==> src/rtl/vga_capture.sv <==
// vga_capture: receive side of the VGA timing generator.
// Recovers pixel coordinates from a blank/sync stream, decides whether the
// frame geometry is valid (locked), and on request writes exactly one full
// frame into a frame buffer through a registered write port.
module vga_capture #(
  parameter int unsigned H_ACTIVE    = 640,
  parameter int unsigned V_ACTIVE    = 480,
  parameter int unsigned LOCK_FRAMES = 2,
  parameter int unsigned ADDR_W      = 19
) (
  input  logic              vclock,
  input  logic              reset_n,
  input  logic              hsync,
  input  logic              vsync,
  input  logic              blank,
  input  logic [23:0]       rgb,
  input  logic              capture_req,
  output logic              wr_en,
  output logic [ADDR_W-1:0] wr_addr,
  output logic [11:0]       wr_data,
  output logic              busy,
  output logic              frame_done,
  output logic              frame_ok,
  output logic              locked
);

  localparam int unsigned GW       = $clog2(LOCK_FRAMES + 1);
  localparam logic [9:0]  CNT_MAX  = 10'd1023;
  localparam logic [9:0]  H_LIM    = 10'(H_ACTIVE);
  localparam logic [9:0]  V_LIM    = 10'(V_ACTIVE);
  localparam logic [GW-1:0] LOCK_CNT = GW'(LOCK_FRAMES);

  typedef enum logic [1:0] {
    ST_IDLE    = 2'd0,
    ST_ARMED   = 2'd1,
    ST_CAPTURE = 2'd2
  } state_e;

  // Input stage and second stage used for edge detection
  logic        s_hsync_q;
  logic        s_vsync_q;
  logic        s_blank_q;
  logic [23:0] s_rgb_q;
  logic        d_vsync_q;
  logic        d_blank_q;

  // Edge events
  logic fs_s;
  logic le_s;
  logic vs_rise_s;

  // Geometry tracking
  logic [9:0] x_q, x_d;
  logic [9:0] y_q, y_d;
  logic       line_err_q, line_err_d;
  logic [9:0] y_end_s;
  logic       err_end_s;
  logic       good_s;

  // Lock tracking
  logic [GW-1:0] good_cnt_q, good_cnt_d;
  logic          seen_fs_q, seen_fs_d;
  logic          locked_q, locked_d;

  // Capture FSM and status outputs
  state_e state_q, state_d;
  logic   busy_q, busy_d;
  logic   frame_done_q, frame_done_d;
  logic   frame_ok_q, frame_ok_d;

  // Write pipeline
  logic              pix_en_d;
  logic              pix_en_q;
  logic [ADDR_W-1:0] pix_addr_q;
  logic [11:0]       pix_data_q;
  logic [ADDR_W-1:0] addr_cnt_q, addr_cnt_d;
  logic              wr_en_q;
  logic [ADDR_W-1:0] wr_addr_q;
  logic [11:0]       wr_data_q;

  // Bits of the input stage that carry no information for this block
  logic unused_s;
  assign unused_s = ^{s_hsync_q, s_rgb_q[19:16], s_rgb_q[11:8], s_rgb_q[3:0]};

  // Frame start on falling vsync, line end on rising blank
  assign fs_s      = d_vsync_q & ~s_vsync_q;
  assign le_s      = s_blank_q & ~d_blank_q;
  assign vs_rise_s = s_vsync_q & ~d_vsync_q;

  // Register the raw inputs once, then keep a delayed copy for edges;
  // idle levels on reset so no edge is seen straight out of reset
  always_ff @(posedge vclock or negedge reset_n) begin
    if (!reset_n) begin
      s_hsync_q <= 1'b1;
      s_vsync_q <= 1'b1;
      s_blank_q <= 1'b1;
      s_rgb_q   <= 24'd0;
      d_vsync_q <= 1'b1;
      d_blank_q <= 1'b1;
    end else begin
      s_hsync_q <= hsync;
      s_vsync_q <= vsync;
      s_blank_q <= blank;
      s_rgb_q   <= rgb;
      d_vsync_q <= s_vsync_q;
      d_blank_q <= s_blank_q;
    end
  end

  // Line count and error flag as they stand once a coincident line end is folded in
  always_comb begin
    y_end_s   = y_q;
    err_end_s = line_err_q;
    if (le_s && (x_q != 10'd0)) begin
      if (y_q != CNT_MAX) begin
        y_end_s = y_q + 10'd1;
      end else begin
        y_end_s = y_q;
      end
      if (x_q != H_LIM) begin
        err_end_s = 1'b1;
      end else begin
        err_end_s = line_err_q;
      end
    end else begin
      y_end_s   = y_q;
      err_end_s = line_err_q;
    end
  end

  // The frame that ends at this fs is good only if a full frame was observed
  assign good_s = seen_fs_q & (y_end_s == V_LIM) & ~err_end_s;

  // Saturating pixel and line counters
  always_comb begin
    x_d        = x_q;
    y_d        = y_q;
    line_err_d = line_err_q;
    if (fs_s) begin
      x_d        = 10'd0;
      y_d        = 10'd0;
      line_err_d = 1'b0;
    end else if (le_s) begin
      x_d        = 10'd0;
      y_d        = y_end_s;
      line_err_d = err_end_s;
    end else if (!s_blank_q && (x_q != CNT_MAX)) begin
      x_d = x_q + 10'd1;
    end else begin
      x_d = x_q;
    end
  end

  // Counter state
  always_ff @(posedge vclock or negedge reset_n) begin
    if (!reset_n) begin
      x_q        <= 10'd0;
      y_q        <= 10'd0;
      line_err_q <= 1'b0;
    end else begin
      x_q        <= x_d;
      y_q        <= y_d;
      line_err_q <= line_err_d;
    end
  end

  // Good-frame counter: saturate on good frames, clear on any bad frame
  always_comb begin
    good_cnt_d = good_cnt_q;
    seen_fs_d  = seen_fs_q;
    if (fs_s) begin
      seen_fs_d = 1'b1;
      if (good_s) begin
        if (good_cnt_q != LOCK_CNT) begin
          good_cnt_d = good_cnt_q + GW'(1);
        end else begin
          good_cnt_d = good_cnt_q;
        end
      end else begin
        good_cnt_d = '0;
      end
    end else begin
      good_cnt_d = good_cnt_q;
    end
    locked_d = (good_cnt_d == LOCK_CNT);
  end

  // Lock state
  always_ff @(posedge vclock or negedge reset_n) begin
    if (!reset_n) begin
      good_cnt_q <= '0;
      seen_fs_q  <= 1'b0;
      locked_q   <= 1'b0;
    end else begin
      good_cnt_q <= good_cnt_d;
      seen_fs_q  <= seen_fs_d;
      locked_q   <= locked_d;
    end
  end

  // FSM state register
  always_ff @(posedge vclock or negedge reset_n) begin
    if (!reset_n) begin
      state_q <= ST_IDLE;
    end else begin
      state_q <= state_d;
    end
  end

  // FSM next state: arm only while locked, capture the frame after arming
  always_comb begin
    state_d = state_q;
    case (state_q)
      ST_IDLE: begin
        if (capture_req && locked_q) begin
          state_d = ST_ARMED;
        end else begin
          state_d = ST_IDLE;
        end
      end
      ST_ARMED: begin
        if (fs_s) begin
          state_d = ST_CAPTURE;
        end else begin
          state_d = ST_ARMED;
        end
      end
      ST_CAPTURE: begin
        if (fs_s) begin
          state_d = ST_IDLE;
        end else if (vs_rise_s && !locked_q) begin
          state_d = ST_IDLE;
        end else begin
          state_d = ST_CAPTURE;
        end
      end
      default: begin
        state_d = ST_IDLE;
      end
    endcase
  end

  // FSM outputs: completion/abort status, busy, and per-pixel write decision
  always_comb begin
    frame_done_d = 1'b0;
    frame_ok_d   = frame_ok_q;
    if ((state_q == ST_CAPTURE) && fs_s) begin
      frame_done_d = 1'b1;
      frame_ok_d   = good_s;
    end else if ((state_q == ST_CAPTURE) && vs_rise_s && !locked_q) begin
      frame_done_d = 1'b1;
      frame_ok_d   = 1'b0;
    end else begin
      frame_done_d = 1'b0;
    end
    busy_d   = (state_d != ST_IDLE);
    pix_en_d = (state_q == ST_CAPTURE) && !s_blank_q && (x_q < H_LIM) && (y_q < V_LIM);
  end

  // Status registers
  always_ff @(posedge vclock or negedge reset_n) begin
    if (!reset_n) begin
      busy_q       <= 1'b0;
      frame_done_q <= 1'b0;
      frame_ok_q   <= 1'b0;
    end else begin
      busy_q       <= busy_d;
      frame_done_q <= frame_done_d;
      frame_ok_q   <= frame_ok_d;
    end
  end

  // Running write address: restarts each frame, advances per written pixel
  always_comb begin
    addr_cnt_d = addr_cnt_q;
    if (fs_s) begin
      addr_cnt_d = '0;
    end else if (pix_en_d) begin
      addr_cnt_d = addr_cnt_q + ADDR_W'(1);
    end else begin
      addr_cnt_d = addr_cnt_q;
    end
  end

  // Two-stage write pipeline so outputs trail the sampled pixel by two edges
  always_ff @(posedge vclock or negedge reset_n) begin
    if (!reset_n) begin
      addr_cnt_q <= '0;
      pix_en_q   <= 1'b0;
      pix_addr_q <= '0;
      pix_data_q <= 12'd0;
      wr_en_q    <= 1'b0;
      wr_addr_q  <= '0;
      wr_data_q  <= 12'd0;
    end else begin
      addr_cnt_q <= addr_cnt_d;
      pix_en_q   <= pix_en_d;
      pix_addr_q <= addr_cnt_q;
      pix_data_q <= {s_rgb_q[23:20], s_rgb_q[15:12], s_rgb_q[7:4]};
      wr_en_q    <= pix_en_q;
      if (pix_en_q) begin
        wr_addr_q <= pix_addr_q;
        wr_data_q <= pix_data_q;
      end else begin
        wr_addr_q <= wr_addr_q;
        wr_data_q <= wr_data_q;
      end
    end
  end

  assign wr_en      = wr_en_q;
  assign wr_addr    = wr_addr_q;
  assign wr_data    = wr_data_q;
  assign busy       = busy_q;
  assign frame_done = frame_done_q;
  assign frame_ok   = frame_ok_q;
  assign locked     = locked_q;

endmodule

==> config.mk <==
export PLATFORM = sky130hd
export DESIGN_NAME = vga_capture
export DESIGN_NICKNAME = d
export VERILOG_FILES = /design/src/rtl/vga_capture.sv
export SDC_FILE = /design/constraint.sdc
export NUM_CORES = 1
export LEC_CHECK = 0
export ABC_AREA = 1
export ABC_CLOCK_PERIOD_IN_PS = 2700
export BUFFER_PORTS_ARGS = -buffer_cell sky130_fd_sc_hd__buf_2
export CORE_MARGIN = 2
export CORE_UTILIZATION = 40
export CTS_CLUSTER_DIAMETER = 120
export DETAILED_ROUTE_END_ITERATION = 8
export PLACE_DENSITY = 0.57
export SLEW_MARGIN = 20
export SYNTH_ARGS = -nofsm -noshare
export SYNTH_HDL_FRONTEND = slang
export SYNTH_SLANG_ARGS = --single-unit
==> constraint.sdc <==
create_clock -name vclock -period 2.7 [get_ports vclock]
set_input_delay 0.405 -clock vclock [delete_from_list [all_inputs] [get_ports vclock]]
set_output_delay 0.405 -clock vclock [all_outputs]
set_load 0.01 [all_outputs]
==> flow_summary.toml <==
[outcome]
status = "complete, but fails checks"
violations = "hold timing"

[floorplan]
die_y_um = 119
die_area_um2 = 14200
ios = 66
core_um2 = 13100
start_util_pct = 40.4
placementRows = 42
die_x_um = 119

[yosys]
synth_compound_area_share_pct = 5.82
synthXorXnorAreaFrac_pct = 1.16
synth_nets = 536
ys_warn_count = 0
syn_inst = 501
async_flop_share_pct = 100
yosys_register_bits = 129
synth-simple-area-share_pct = 19.7
synth_area_um2 = 5290
synth.yosys.seq_area_share_pct = 61.1
syn_area_per_cell_um2 = 10.6
yosys.area_share.adder_pct = 1.18
synth-edff-count = 0
synth_ff_type = "dfrtp_1"
synthMuxAreaShare_pct = 6.60
synth_top_family_by_area = "simple AND/OR/NAND/NOR gates"
synth_cell_types = 39

[clock_network]
cts.htree.levels = 4
clk_pin_slew_worst_paths_ns = 0.06
cts_root_buffer = "clkbuf_16"
cts_buffers = 17
cts_resized = 0
clkLatencyLatePin_ns = 0.41
clk_path_buf_depth = 2
post_cts_buffers = 0
numClockSinks = 129
cts_tree = "done"
holdBufCountCts = 0

[timing]
period_needed_ns = 2.11
setup_viol = 0
fin_skew_ns = 0.00710
maxSlewViolCount = 0
hold_slack_ns = -0.00818
hold_viol = 15
period_share_pct = 78.0
tightest_slew_ns = 0.567
fmax_mhz = 475
rsz0062_at_grt = "no"
slew_headroom_pct = 62.2
setup-tns-final_ns = 0
layout_setup_ws_ns = 0.594

[power]
peakVddDrop_mv = 0.373
p_per_area_nw_per_um2 = 746
p_leak_nw = 3.16

[cells_and_area]
num_antenna_cells = 0
drive_above_1_share_pct = 28.1
areaGrowthSynthToFinish_pct = 21.0
nets = 605
mostFrequentLayoutCells = "dfrtp_1 (125), nand2_1 (80), buf_2 (51)"
layout_commonest_cell = "dfrtp_1"

[routing]
vias_per_cell = 4.79
ant_nets = 0
drtIter0Drc = 179
first_pass_iters = 4
wl_met2_mm = 4.70
drc = 0
routed.top_layer = "met4"
vias = 3638
wl_mm = 9.48
wl_met1_mm = 4.28
wl_per_cell_um = 12.5
met3_length_um = 339

[critical_path]
crit_family = "simple AND/OR/NAND/NOR gates"
cp-startpoint = "x_q[0]$_DFFE_PN0P_"
cp-end-kind = "flip-flop"
cp.depth = 14
startpoint_type = "flip-flop"
r2r_setup_slack_ns = 0.59
path_common_cell = "nor2_2"
critPathBufInv = 2
worstSetupPathType = "flip-flop to flip-flop"
cp-endpoint = "locked$_DFF_PN0_"
arrival_ns = 2.41
worstReg2RegStart = "x_q[0]$_DFFE_PN0P_"
path_cells = "inv_1, ha_1, inv_1, nor2_1, nand3_1, nor2_2, nor2_4, nor2_1, a21oi_1, nand3_1, nor2_2, nand3b_1, nand2_1, nor2_2"
r2r-end = "locked$_DFF_PN0_"
cpMaxStageDelayCell = "dfrtp_1"
ff2ff_path_depth = 14
max_stage_delay_ns = 0.38
cp.required_ns = 3.00
crit_fanout = 13

[global_routing]
grt_pass1_wl_mm = 17.4
gr-total-overflow = 0
first_global_vias = 3802
track_usage_pct = 15.3
grt_max_degree = 48
antenna_found_initial = 0

[place]
gp_congestion = 0.822
pre_cts_ws_ns = 0.609
port_buffers = 52
hpwl_mm = 6.64

[min_path]
hp-class = "primary input to async pin"

[flow_run]
drv_cap = 0
-- where the power goes --
part	switching, mW	internal, mW	total [mW]	leakage [nW]
clock	0.826	1.43	2.26	0.285
sequential	0.0714	2.03	2.10	1.71
combinational	0.250	0.160	0.411	1.16
total	1.15	3.63	4.77	3.16
-- metal layers --
metal,vias to the layer above,track usage [%]
met5,-,0
met2,54,24.8
met4,0,6.92
li1,1798,-
met1,1771,18.9
met3,15,4.74
-- cell type report --
| type | count | area (µm²) |
|---|---|---|
| fill | 1203 | 6690 |
| tap | 176 | 220 |
| multi-input combinational | 312 | 1820 |
| sequential | 129 | 3230 |
| timing repair buffer | 60 | 335 |
| clock inverter | 12 | 131 |
| clock buffer | 20 | 467 |
| inverter | 50 | 188 |
-- worst reg2reg max path: cells and delay by family (launching register included) --
| family | cells | cell delay (ns) |
|---|---|---|
| buffers and inverters | 2 | 0.15 |
| DFF | 1 | 0.38 |
| AOI/OAI and AO/OA | 1 | 0.18 |
| and+or+nand+nor | 10 | 1.07 |
| adders and majority gates | 1 | 0.22 |
-- registers in the layout, summed over array words and instances (netlist names) --
name and count:
addr_cnt_q 19, pix_addr_q 19, wr_addr 19, pix_data_q 12, s_rgb_q 12, wr_data 12, x_q 10, y_q 10
good_cnt_q 2, state_q 2, busy 1, d_blank_q 1, d_vsync_q 1, frame_done 1, frame_ok 1, line_err_q 1
locked 1, pix_en_q 1, s_blank_q 1, s_vsync_q 1, seen_fs_q 1, wr_en 1
-- through the flow --
stage	hold WS (ns)	std cells	area (µm²)	utilization, %	power [mW]
2_1_floorplan	0.109	501	5290	-	2.40
3_3_place_gp	0.333	727	5800	44.3	2.54
3_5_place_dp	0.335	727	5800	44.3	2.56
4_1_cts	0.00493	759	6400	48.9	4.85
5_1_grt	0.0296	759	6400	48.9	5.02
6_report	-0.00818	759	6400	48.9	4.77
-- cells by family (layout without fill, tap and decap cells) --
group | Yosys count | in the layout
compound gates | 55 | 55
fa+ha+maj | 5 | 5
simple gates | 214 | 214
xor+xnor | 7 | 7
flops | 129 | 129
mux | 31 | 31
buf+inv | 60 | 142
-- Yosys cell counts (3+ instances only) --
library cell / instances / share of area [%]
a21oi_1: 23 / 2.2
buf_1: 4 / 0.28
clkbuf_1: 5 / 0.35
dfrtp_1: 125 / 59
dfstp_2: 4 / 2.0
ha_1: 5 / 1.2
inv_1: 43 / 3.1
inv_2: 6 / 0.43
mux2_2: 31 / 6.6
nand2_1: 80 / 5.7
nand2_2: 8 / 0.95
nand3_1: 36 / 3.4
nand3_2: 3 / 0.57
nand4_1: 10 / 1.2
nor2_1: 45 / 3.2
nor2_2: 7 / 0.83
nor2_4: 3 / 0.64
nor3_1: 7 / 0.66
nor3_2: 3 / 0.57
o21ai_0: 18 / 1.7
o31ai_1: 4 / 0.57
or2_2: 4 / 0.47
xnor2_1: 3 / 0.50
xor2_1: 4 / 0.66
-- how the worst min path moves through the flow --
stage | start | endpoint | slack (ns)
5_1_grt | reset_n | wr_data[5]$_DFFE_PN0P_ | 0.03
3_5_place_dp | s_rgb_q[6]$_DFF_PN0_ | pix_data_q[2]$_DFF_PN0_ | 0.33
3_3_place_gp | s_rgb_q[13]$_DFF_PN0_ | pix_data_q[5]$_DFF_PN0_ | 0.33
6_report | reset_n | wr_data[5]$_DFFE_PN0P_ | -0.008
2_1_floorplan | reset_n | addr_cnt_q[0]$_DFFE_PN0P_ | 0.11
4_1_cts | reset_n | s_rgb_q[13]$_DFF_PN0_ | 0.005
No activity file was read; power rests on OpenSTA's default activity.
